<file path="src/rtl/vesa_pkg.sv">
// Shared VESA mode constants and helpers for the parametrised timing generator.
// Each mode is described per axis as visible/front/sync/back lengths.
package vesa_pkg;

  typedef struct packed {
    int unsigned visible;
    int unsigned front;
    int unsigned sync;
    int unsigned back;
  } axis_mode_t;

  localparam axis_mode_t MODE_1280X1024_60_H = '{1280, 48, 112, 248};
  localparam axis_mode_t MODE_1280X1024_60_V = '{1024, 1, 3, 38};
  localparam axis_mode_t MODE_1024X768_60_H  = '{1024, 24, 136, 160};
  localparam axis_mode_t MODE_1024X768_60_V  = '{768, 3, 6, 29};
  localparam axis_mode_t MODE_640X480_60_H   = '{640, 16, 96, 48};
  localparam axis_mode_t MODE_640X480_60_V   = '{480, 10, 2, 33};

  function automatic int axis_total(input int visible, input int front,
                                    input int sync, input int back);
    return visible + front + sync + back;
  endfunction

endpackage

</file>
<file path="src/rtl/vesa_timing_gen_if.sv">
// Video timing bundle between the sync generator (master) and the pixel source (slave).
// The pixel clock-enable travels with the bundle so both sides agree on the pixel rate.
interface vesa_timing_gen_if #(
  parameter int CW = 11
);
  logic          ce;
  logic          vga_h_sync;
  logic          vga_v_sync;
  logic          inDisplayArea;
  logic [CW-1:0] CounterX;
  logic [CW-1:0] CounterY;
  logic [CW-1:0] pixel_x;
  logic [CW-1:0] pixel_y;
  logic          line_start;
  logic          frame_start;

  modport master (
    input  ce,
    output vga_h_sync, vga_v_sync, inDisplayArea,
    output CounterX, CounterY, pixel_x, pixel_y,
    output line_start, frame_start
  );

  modport slave (
    output ce,
    input  vga_h_sync, vga_v_sync, inDisplayArea,
    input  CounterX, CounterY, pixel_x, pixel_y,
    input  line_start, frame_start
  );
endinterface

</file>
<file path="src/rtl/timing_axis_cnt.sv">
// Wrap counter for one video axis, with combinational sync and active window flags
// decoded from the current count (the caller registers them).
module timing_axis_cnt #(
  parameter int CW         = 11,
  parameter int TOTAL      = 1688,
  parameter int SYNC_START = 1344,
  parameter int SYNC_LEN   = 112,
  parameter int ACT_START  = 16,
  parameter int ACT_LEN    = 1280
) (
  input  logic          clk,
  input  logic          rst,
  input  logic          en,
  output logic [CW-1:0] cnt,
  output logic          last,
  output logic          in_sync,
  output logic          in_act
);

  localparam logic [CW-1:0] LAST_VAL = CW'(TOTAL - 1);

  if ((TOTAL - 1) >= (1 << CW)) begin : g_width_err
    $error("timing_axis_cnt: TOTAL-1 = %0d does not fit in %0d bits", TOTAL - 1, CW);
  end

  logic [CW-1:0] cnt_reg;

  always_ff @(posedge clk or posedge rst) begin
    if (rst) begin
      cnt_reg <= '0;
    end else if (en) begin
      cnt_reg <= last ? '0 : cnt_reg + CW'(1);
    end
  end

  assign cnt     = cnt_reg;
  assign last    = (cnt_reg == LAST_VAL);
  assign in_sync = (int'(cnt_reg) >= SYNC_START) && (int'(cnt_reg) < SYNC_START + SYNC_LEN);
  assign in_act  = (int'(cnt_reg) >= ACT_START) && (int'(cnt_reg) < ACT_START + ACT_LEN);

endmodule

</file>
<file path="src/rtl/vesa_timing_gen.sv">
// Parametrised VESA sync generator: horizontal/vertical axis counters plus
// registered syncs, display enable, pixel coordinates and line/frame strobes.
module vesa_timing_gen
  import vesa_pkg::*;
#(
  parameter int CW        = 11,
  parameter int H_VISIBLE = 1280,
  parameter int H_FRONT   = 48,
  parameter int H_SYNC    = 112,
  parameter int H_BACK    = 248,
  parameter int V_VISIBLE = 1024,
  parameter int V_FRONT   = 1,
  parameter int V_SYNC    = 3,
  parameter int V_BACK    = 38,
  parameter bit H_POL     = 1'b1,
  parameter bit V_POL     = 1'b1,
  parameter int LEAD      = 16
) (
  input  logic               clk,
  input  logic               rst,
  vesa_timing_gen_if.master  vid
);

  localparam int H_TOTAL = axis_total(H_VISIBLE, H_FRONT, H_SYNC, H_BACK);
  localparam int V_TOTAL = axis_total(V_VISIBLE, V_FRONT, V_SYNC, V_BACK);
  localparam int HS0     = LEAD + H_VISIBLE + H_FRONT;
  localparam int VS0     = V_VISIBLE + V_FRONT;
  localparam logic [CW-1:0] LEAD_C = CW'(LEAD);

  if (LEAD >= H_FRONT + H_SYNC + H_BACK) begin : g_lead_err
    $error("vesa_timing_gen: LEAD = %0d must be below the horizontal blanking length", LEAD);
  end

  logic [CW-1:0] hc, vc;
  logic          h_last, h_in_sync, h_in_act;
  logic          v_last, v_in_sync, v_in_act;

  timing_axis_cnt #(
    .CW(CW), .TOTAL(H_TOTAL), .SYNC_START(HS0), .SYNC_LEN(H_SYNC),
    .ACT_START(LEAD), .ACT_LEN(H_VISIBLE)
  ) u_h_axis (
    .clk(clk), .rst(rst), .en(vid.ce),
    .cnt(hc), .last(h_last), .in_sync(h_in_sync), .in_act(h_in_act)
  );

  // The vertical axis steps once per line, on the clock where hc wraps.
  timing_axis_cnt #(
    .CW(CW), .TOTAL(V_TOTAL), .SYNC_START(VS0), .SYNC_LEN(V_SYNC),
    .ACT_START(0), .ACT_LEN(V_VISIBLE)
  ) u_v_axis (
    .clk(clk), .rst(rst), .en(vid.ce & h_last),
    .cnt(vc), .last(v_last), .in_sync(v_in_sync), .in_act(v_in_act)
  );

  logic          active;
  logic          h_sync_reg, h_sync_next;
  logic          v_sync_reg, v_sync_next;
  logic          de_reg;
  logic [CW-1:0] pixel_x_reg, pixel_x_next;
  logic [CW-1:0] pixel_y_reg, pixel_y_next;
  logic          line_start_reg, line_start_next;
  logic          frame_start_reg, frame_start_next;

  always_comb begin
    active           = h_in_act && v_in_act;
    h_sync_next      = h_in_sync ? H_POL : ~H_POL;
    v_sync_next      = v_in_sync ? V_POL : ~V_POL;
    pixel_x_next     = active ? hc - LEAD_C : '0;
    pixel_y_next     = active ? vc : '0;
    line_start_next  = vid.ce && (hc == '0);
    frame_start_next = line_start_next && (vc == '0);
  end

  // Strobes are rewritten every clock so they drop while ce is low; the rest hold.
  always_ff @(posedge clk or posedge rst) begin
    if (rst) begin
      h_sync_reg      <= ~H_POL;
      v_sync_reg      <= ~V_POL;
      de_reg          <= 1'b0;
      pixel_x_reg     <= '0;
      pixel_y_reg     <= '0;
      line_start_reg  <= 1'b0;
      frame_start_reg <= 1'b0;
    end else begin
      line_start_reg  <= line_start_next;
      frame_start_reg <= frame_start_next;
      if (vid.ce) begin
        h_sync_reg  <= h_sync_next;
        v_sync_reg  <= v_sync_next;
        de_reg      <= active;
        pixel_x_reg <= pixel_x_next;
        pixel_y_reg <= pixel_y_next;
      end
    end
  end

  assign vid.vga_h_sync    = h_sync_reg;
  assign vid.vga_v_sync    = v_sync_reg;
  assign vid.inDisplayArea = de_reg;
  assign vid.CounterX      = hc;
  assign vid.CounterY      = vc;
  assign vid.pixel_x       = pixel_x_reg;
  assign vid.pixel_y       = pixel_y_reg;
  assign vid.line_start    = line_start_reg;
  assign vid.frame_start   = frame_start_reg;

endmodule

</file>
<file path="src/flat_wrapper.sv">
// flat-port wrapper written by rule: the top's interface ports become plain ports
module vesa_timing_gen_flat import vesa_pkg::*;
#(
  parameter int CW        = 11,
  parameter int H_VISIBLE = 1280,
  parameter int H_FRONT   = 48,
  parameter int H_SYNC    = 112,
  parameter int H_BACK    = 248,
  parameter int V_VISIBLE = 1024,
  parameter int V_FRONT   = 1,
  parameter int V_SYNC    = 3,
  parameter int V_BACK    = 38,
  parameter bit H_POL     = 1'b1,
  parameter bit V_POL     = 1'b1,
  parameter int LEAD      = 16
)
  (clk, rst, vid_ce, vid_vga_h_sync, vid_vga_v_sync, vid_inDisplayArea, vid_CounterX, vid_CounterY, vid_pixel_x, vid_pixel_y, vid_line_start, vid_frame_start);
  vesa_timing_gen_if #(.CW(CW)) vid_i ();
  input  logic clk;
  input  logic rst;
  input wire logic [$bits(vid_i.ce)-1:0] vid_ce;
  output wire logic [$bits(vid_i.vga_h_sync)-1:0] vid_vga_h_sync;
  output wire logic [$bits(vid_i.vga_v_sync)-1:0] vid_vga_v_sync;
  output wire logic [$bits(vid_i.inDisplayArea)-1:0] vid_inDisplayArea;
  output wire logic [$bits(vid_i.CounterX)-1:0] vid_CounterX;
  output wire logic [$bits(vid_i.CounterY)-1:0] vid_CounterY;
  output wire logic [$bits(vid_i.pixel_x)-1:0] vid_pixel_x;
  output wire logic [$bits(vid_i.pixel_y)-1:0] vid_pixel_y;
  output wire logic [$bits(vid_i.line_start)-1:0] vid_line_start;
  output wire logic [$bits(vid_i.frame_start)-1:0] vid_frame_start;
  assign vid_i.ce = vid_ce;
  assign vid_vga_h_sync = vid_i.vga_h_sync;
  assign vid_vga_v_sync = vid_i.vga_v_sync;
  assign vid_inDisplayArea = vid_i.inDisplayArea;
  assign vid_CounterX = vid_i.CounterX;
  assign vid_CounterY = vid_i.CounterY;
  assign vid_pixel_x = vid_i.pixel_x;
  assign vid_pixel_y = vid_i.pixel_y;
  assign vid_line_start = vid_i.line_start;
  assign vid_frame_start = vid_i.frame_start;
  vesa_timing_gen #(.CW(CW), .H_VISIBLE(H_VISIBLE), .H_FRONT(H_FRONT), .H_SYNC(H_SYNC), .H_BACK(H_BACK), .V_VISIBLE(V_VISIBLE), .V_FRONT(V_FRONT), .V_SYNC(V_SYNC), .V_BACK(V_BACK), .H_POL(H_POL), .V_POL(V_POL), .LEAD(LEAD)) u_core (.clk(clk), .rst(rst), .vid(vid_i));
endmodule
</file>
<file path="config.mk">
export PLATFORM = sky130hd
export DESIGN_NAME = vesa_timing_gen_flat
export DESIGN_NICKNAME = d
export VERILOG_FILES = /design/src/rtl/vesa_pkg.sv /design/src/rtl/vesa_timing_gen_if.sv /design/src/rtl/timing_axis_cnt.sv /design/src/rtl/vesa_timing_gen.sv /design/src/flat_wrapper.sv
export SDC_FILE = /design/constraint.sdc
export NUM_CORES = 1
export LEC_CHECK = 0
export ABC_AREA = 1
export CORE_ASPECT_RATIO = 1.75
export CORE_MARGIN = 5
export CORE_UTILIZATION = 40
export CTS_BUF_LIST = sky130_fd_sc_hd__clkbuf_16
export CTS_CLUSTER_SIZE = 20
export DETAILED_ROUTE_END_ITERATION = 10
export GPL_TIMING_DRIVEN = 0
export PLACE_DENSITY = 0.73
export SLEW_MARGIN = 20
export SYNTH_ARGS = -nofsm -noshare
export SYNTH_HDL_FRONTEND = slang
export SYNTH_SLANG_ARGS = --single-unit
</file>
<file path="constraint.sdc">
create_clock -name clk -period 1.6 [get_ports clk]
set_clock_uncertainty 0.05 [all_clocks]
set_input_delay 0.48 -clock clk [delete_from_list [all_inputs] [get_ports clk]]
set_output_delay 0.48 -clock clk [all_outputs]
set_load 0.01 [all_outputs]
</file>
==> impl_metrics.env <==
export IMPL_via_count=2691
export IMPL_initial_core_util=0.4054
export IMPL_rsz0062_at_grt="yes"
export IMPL_finalSetupViolCount=0
export IMPL_placement_io_buffers=51
export IMPL_ys_warnings_count=0
export IMPL_mappedNetlistNets=370
export IMPL_antenna_found_initial=0
export IMPL_r2r_cells=10
export IMPL_slowest_delay_ns=0.46
export IMPL_hold_path_class="reg2reg"
export IMPL_io_pins=52
export IMPL_crit_fanout=6
export IMPL_critPathBufInv=1
export IMPL_place_area_sq_mm=0.003358
export IMPL_firstDrtPassIters=4
export IMPL_grt_pass1_wl_mm=12.59
export IMPL_period_share=0.9905
export IMPL_synth_edf_count=0
export IMPL_crit_family="flip-flops"
export IMPL_fin_nets=448
export IMPL_syn_to_final_growth_pct=35.91
export IMPL_syn_inst=359
export IMPL_clockBufferDepth=2
export IMPL_cp_cell_sequence="dlygate4sd2_1"
export IMPL_maxCapViolations=0
export IMPL_num_antenna_cells=0
export IMPL_htree_num_levels=2
export IMPL_cts_tree="done"
export IMPL_path_clk_slew_ns=0.07
export IMPL_final_core_util=0.5509
export IMPL_ys_seq_area_frac=0.4477
export IMPL_remaining_drc_errors=0
export IMPL_gp_congestion=0.9212
export IMPL_die_area_sq_mm=0.008667
export IMPL_track_usage=0.1849
export IMPL_drive_above_1_share=0.2078
export IMPL_insertion_delay_ns=0.29
export IMPL_worstPathArrival_ns=1.05
export IMPL_ff2ff_setup_slack_ns=0.04
export IMPL_core_sq_mm=0.006756
export IMPL_worstPathRequired_ns=1.07
export IMPL_ys_async_sr_fraction=1.000
export IMPL_numCtsBuffers=5
export IMPL_grt_pass1_vias=2687
export IMPL_min_path_cells=2
export IMPL_hpwl_mm=5.594
export IMPL_overflow=0
export IMPL_slowest_stage="dfrtp_2"
export IMPL_fmax_mhz=631.0
export IMPL_ir_drop_uv=560.6
export IMPL_ys_ff_latch=49
export IMPL_syn_area_sq_mm=0.002739
export IMPL_worstSetupPathType="reg2out"
export IMPL_powerDensity_mw_per_mm2=1435
export IMPL_root_buffer="clkbuf_16"
export IMPL_worst_hold_path_endpoint="u_core.vid.pixel_y[2]"
export IMPL_wl_per_cell_um=14.74
export IMPL_synth_cell_types=26
export IMPL_ys_flop_type="dfrtp_1"
export IMPL_status="finished, final reports clean"
export IMPL_cp_start_kind="flip-flop"
export IMPL_routed_wl_mm=7.693
export IMPL_die_y_um=119.5
export IMPL_max_slew_margin_rel=0.6182
export IMPL_final_cell_area_sq_mm=0.003722
export IMPL_synth_avg_cell_area_sq_um=7.629
export IMPL_final_max_slew_violation_count=0
export IMPL_end_kind="primary output"
export IMPL_ant_nets=0
export IMPL_rows=40
export IMPL_n_fill_cell=667
export IMPL_cts_sinks=49
export IMPL_tightestPinTransition_ns=0.5715
export IMPL_worstReg2RegEnd="u_core.vid.pixel_y[2]"
export IMPL_min_from="u_core.vid.pixel_y[2]"
export IMPL_grt_max_degree=50
export IMPL_r2r_start="u_core.u_h_axis.cnt[1]"
export IMPL_hold_viol_final=0
export IMPL_vias_per_cell=5.155
export IMPL_fp_dieW_um=72.55
export IMPL_layout_min_cycle_time_ns=1.585
export IMPL_drtIter0Drc=154
export IMPL_p_leak_nw=1.946
==> layout by cell type (no fill, tap or decap), types with 2 or more instances in the layout <==
cell type	synthesis	routed
o21ai_0	10	8
buf_6	2	9
nor3_2	3	5
nand2_1	115	115
inv_1	31	26
nand3_1	30	30
xor2_1	7	7
buf_4	4	19
dlygate4sd2_1	0	49
nand4_1	31	31
clkbuf_16	0	5
nor3_1	5	3
nor2_4	2	3
nor2_1	35	31
ha_1	8	5
dfrtp_1	49	35
o21ai_1	1	3
inv_2	5	8
o21ai_2	3	3
clkinvlp_4	0	3
nor2_2	1	4
buf_2	9	7
ha_4	0	2
dfrtp_2	0	14
==> metrics by stage <==
step | worst slack (ns) | power [mW] | hold WS (ns) | TNS (ns) | instances
floorplan | 0.02942 | 3.128 | 0.4657 | 0 | 359
global placement | -0.5132 | 4.139 | 0.4135 | -24.37 | 494
finish | 0.01512 | 5.341 | 0.4194 | 0 | 522
detailed placement | -0.5247 | 4.179 | 0.4174 | -26.07 | 494
CTS | 0.005422 | 5.249 | 0.4302 | 0 | 518
global route | -0.05269 | 5.691 | 0.4481 | -0.8497 | 522
==> cell usage after synthesis (3+ instances only) <==
cell | count | area, sq um
o21ai_0 | 10 | 50.05
nand3_1 | 30 | 150.1
nand2_1 | 115 | 431.7
ha_1 | 8 | 100.1
xor2_1 | 7 | 61.31
nand4_1 | 31 | 193.9
buf_2 | 9 | 45.04
inv_2 | 5 | 18.77
nor3_2 | 3 | 30.03
dfrtp_1 | 49 | 1226
inv_1 | 31 | 116.4
nor3_1 | 5 | 25.02
buf_4 | 4 | 30.03
o21ai_2 | 3 | 26.28
nor2_1 | 35 | 131.4
==> how the worst max path moves through the flow <==
| stage | from | end | slack (ns) | depth (start not counted) |
|---|---|---|---|---|
| 2_1_floorplan | u_core.u_h_axis.cnt[5] | u_core.u_v_axis.cnt[7] | 0.03 | 10 |
| 3_3_place_gp | vid_ce | u_core.vid.pixel_y[7] | -0.51 | 6 |
| 3_5_place_dp | vid_ce | u_core.vid.pixel_y[7] | -0.52 | 6 |
| 4_1_cts | u_core.u_h_axis.cnt[5] | u_core.u_v_axis.cnt[0] | 0.005 | 9 |
| 5_1_grt | u_core.u_h_axis.cnt[1] | u_core.vid.pixel_y[2] | -0.05 | 10 |
| 6_report | u_core.u_v_axis.cnt[0] | vid_CounterY[0] | 0.02 | 1 |
==> per-layer routing <==
layer  routed length (um)  up-vias  share of wire  GRT usage
li1                     -     1321              -          -
met1                 2814     1274           0.37     0.2054
met2                 4339       77           0.56     0.3422
met3                  310       19          0.040    0.02534
met4                  228        0          0.030    0.07044
met5                    0        -              0          0
==> power by group <==
group | internal (mW) | switching (mW)
clock | 0.574 | 0.461
sequential | 1.59 | 0.194
combinational | 1.05 | 1.48
==> layout make-up <==
class	count	area, sq um	area share
Inverter	36	146.4	0.03933
Clock buffer	5	125.1	0.03361
Buffer	18	137.6	0.03697
Sequential cell	49	1244	0.3341
Multi-Input combinational cell	256	1329	0.3570
Timing Repair Buffer	71	616.8	0.1657
Tap cell	84	105.1	0.02824
Clock inverter	3	18.77	0.005042
==> worst min-delay path: cells and delay by family (launching register included) <==
family           cells  cell delay [ns]
DFF                  1             0.34
and+or+nand+nor      2             0.10
==> kinds of logic after synthesis <==
kind of cell / Yosys count / share of synthesized area
buffers and inverters: 54 / 0.08908
adders and majority gates: 8 / 0.03655
xor gates and xnor gates: 7 / 0.02239
AOI/OAI and AO/OA: 15 / 0.03152
and+or+nand+nor: 226 / 0.3728
DFF: 49 / 0.4477
==> repair_timing <==
| item | CTS | global route |
|---|---|---|
| hold buffers | 0 | 0 |
| endpoints found under the setup margin | 89 | 37 |
| pin swaps | 2 | 9 |
| gates cloned | 0 | 2 |
| setup buffers | 16 | 1 |
| resized for setup | 79 | 24 |
Note: power is estimated with default switching activity, not from simulation.
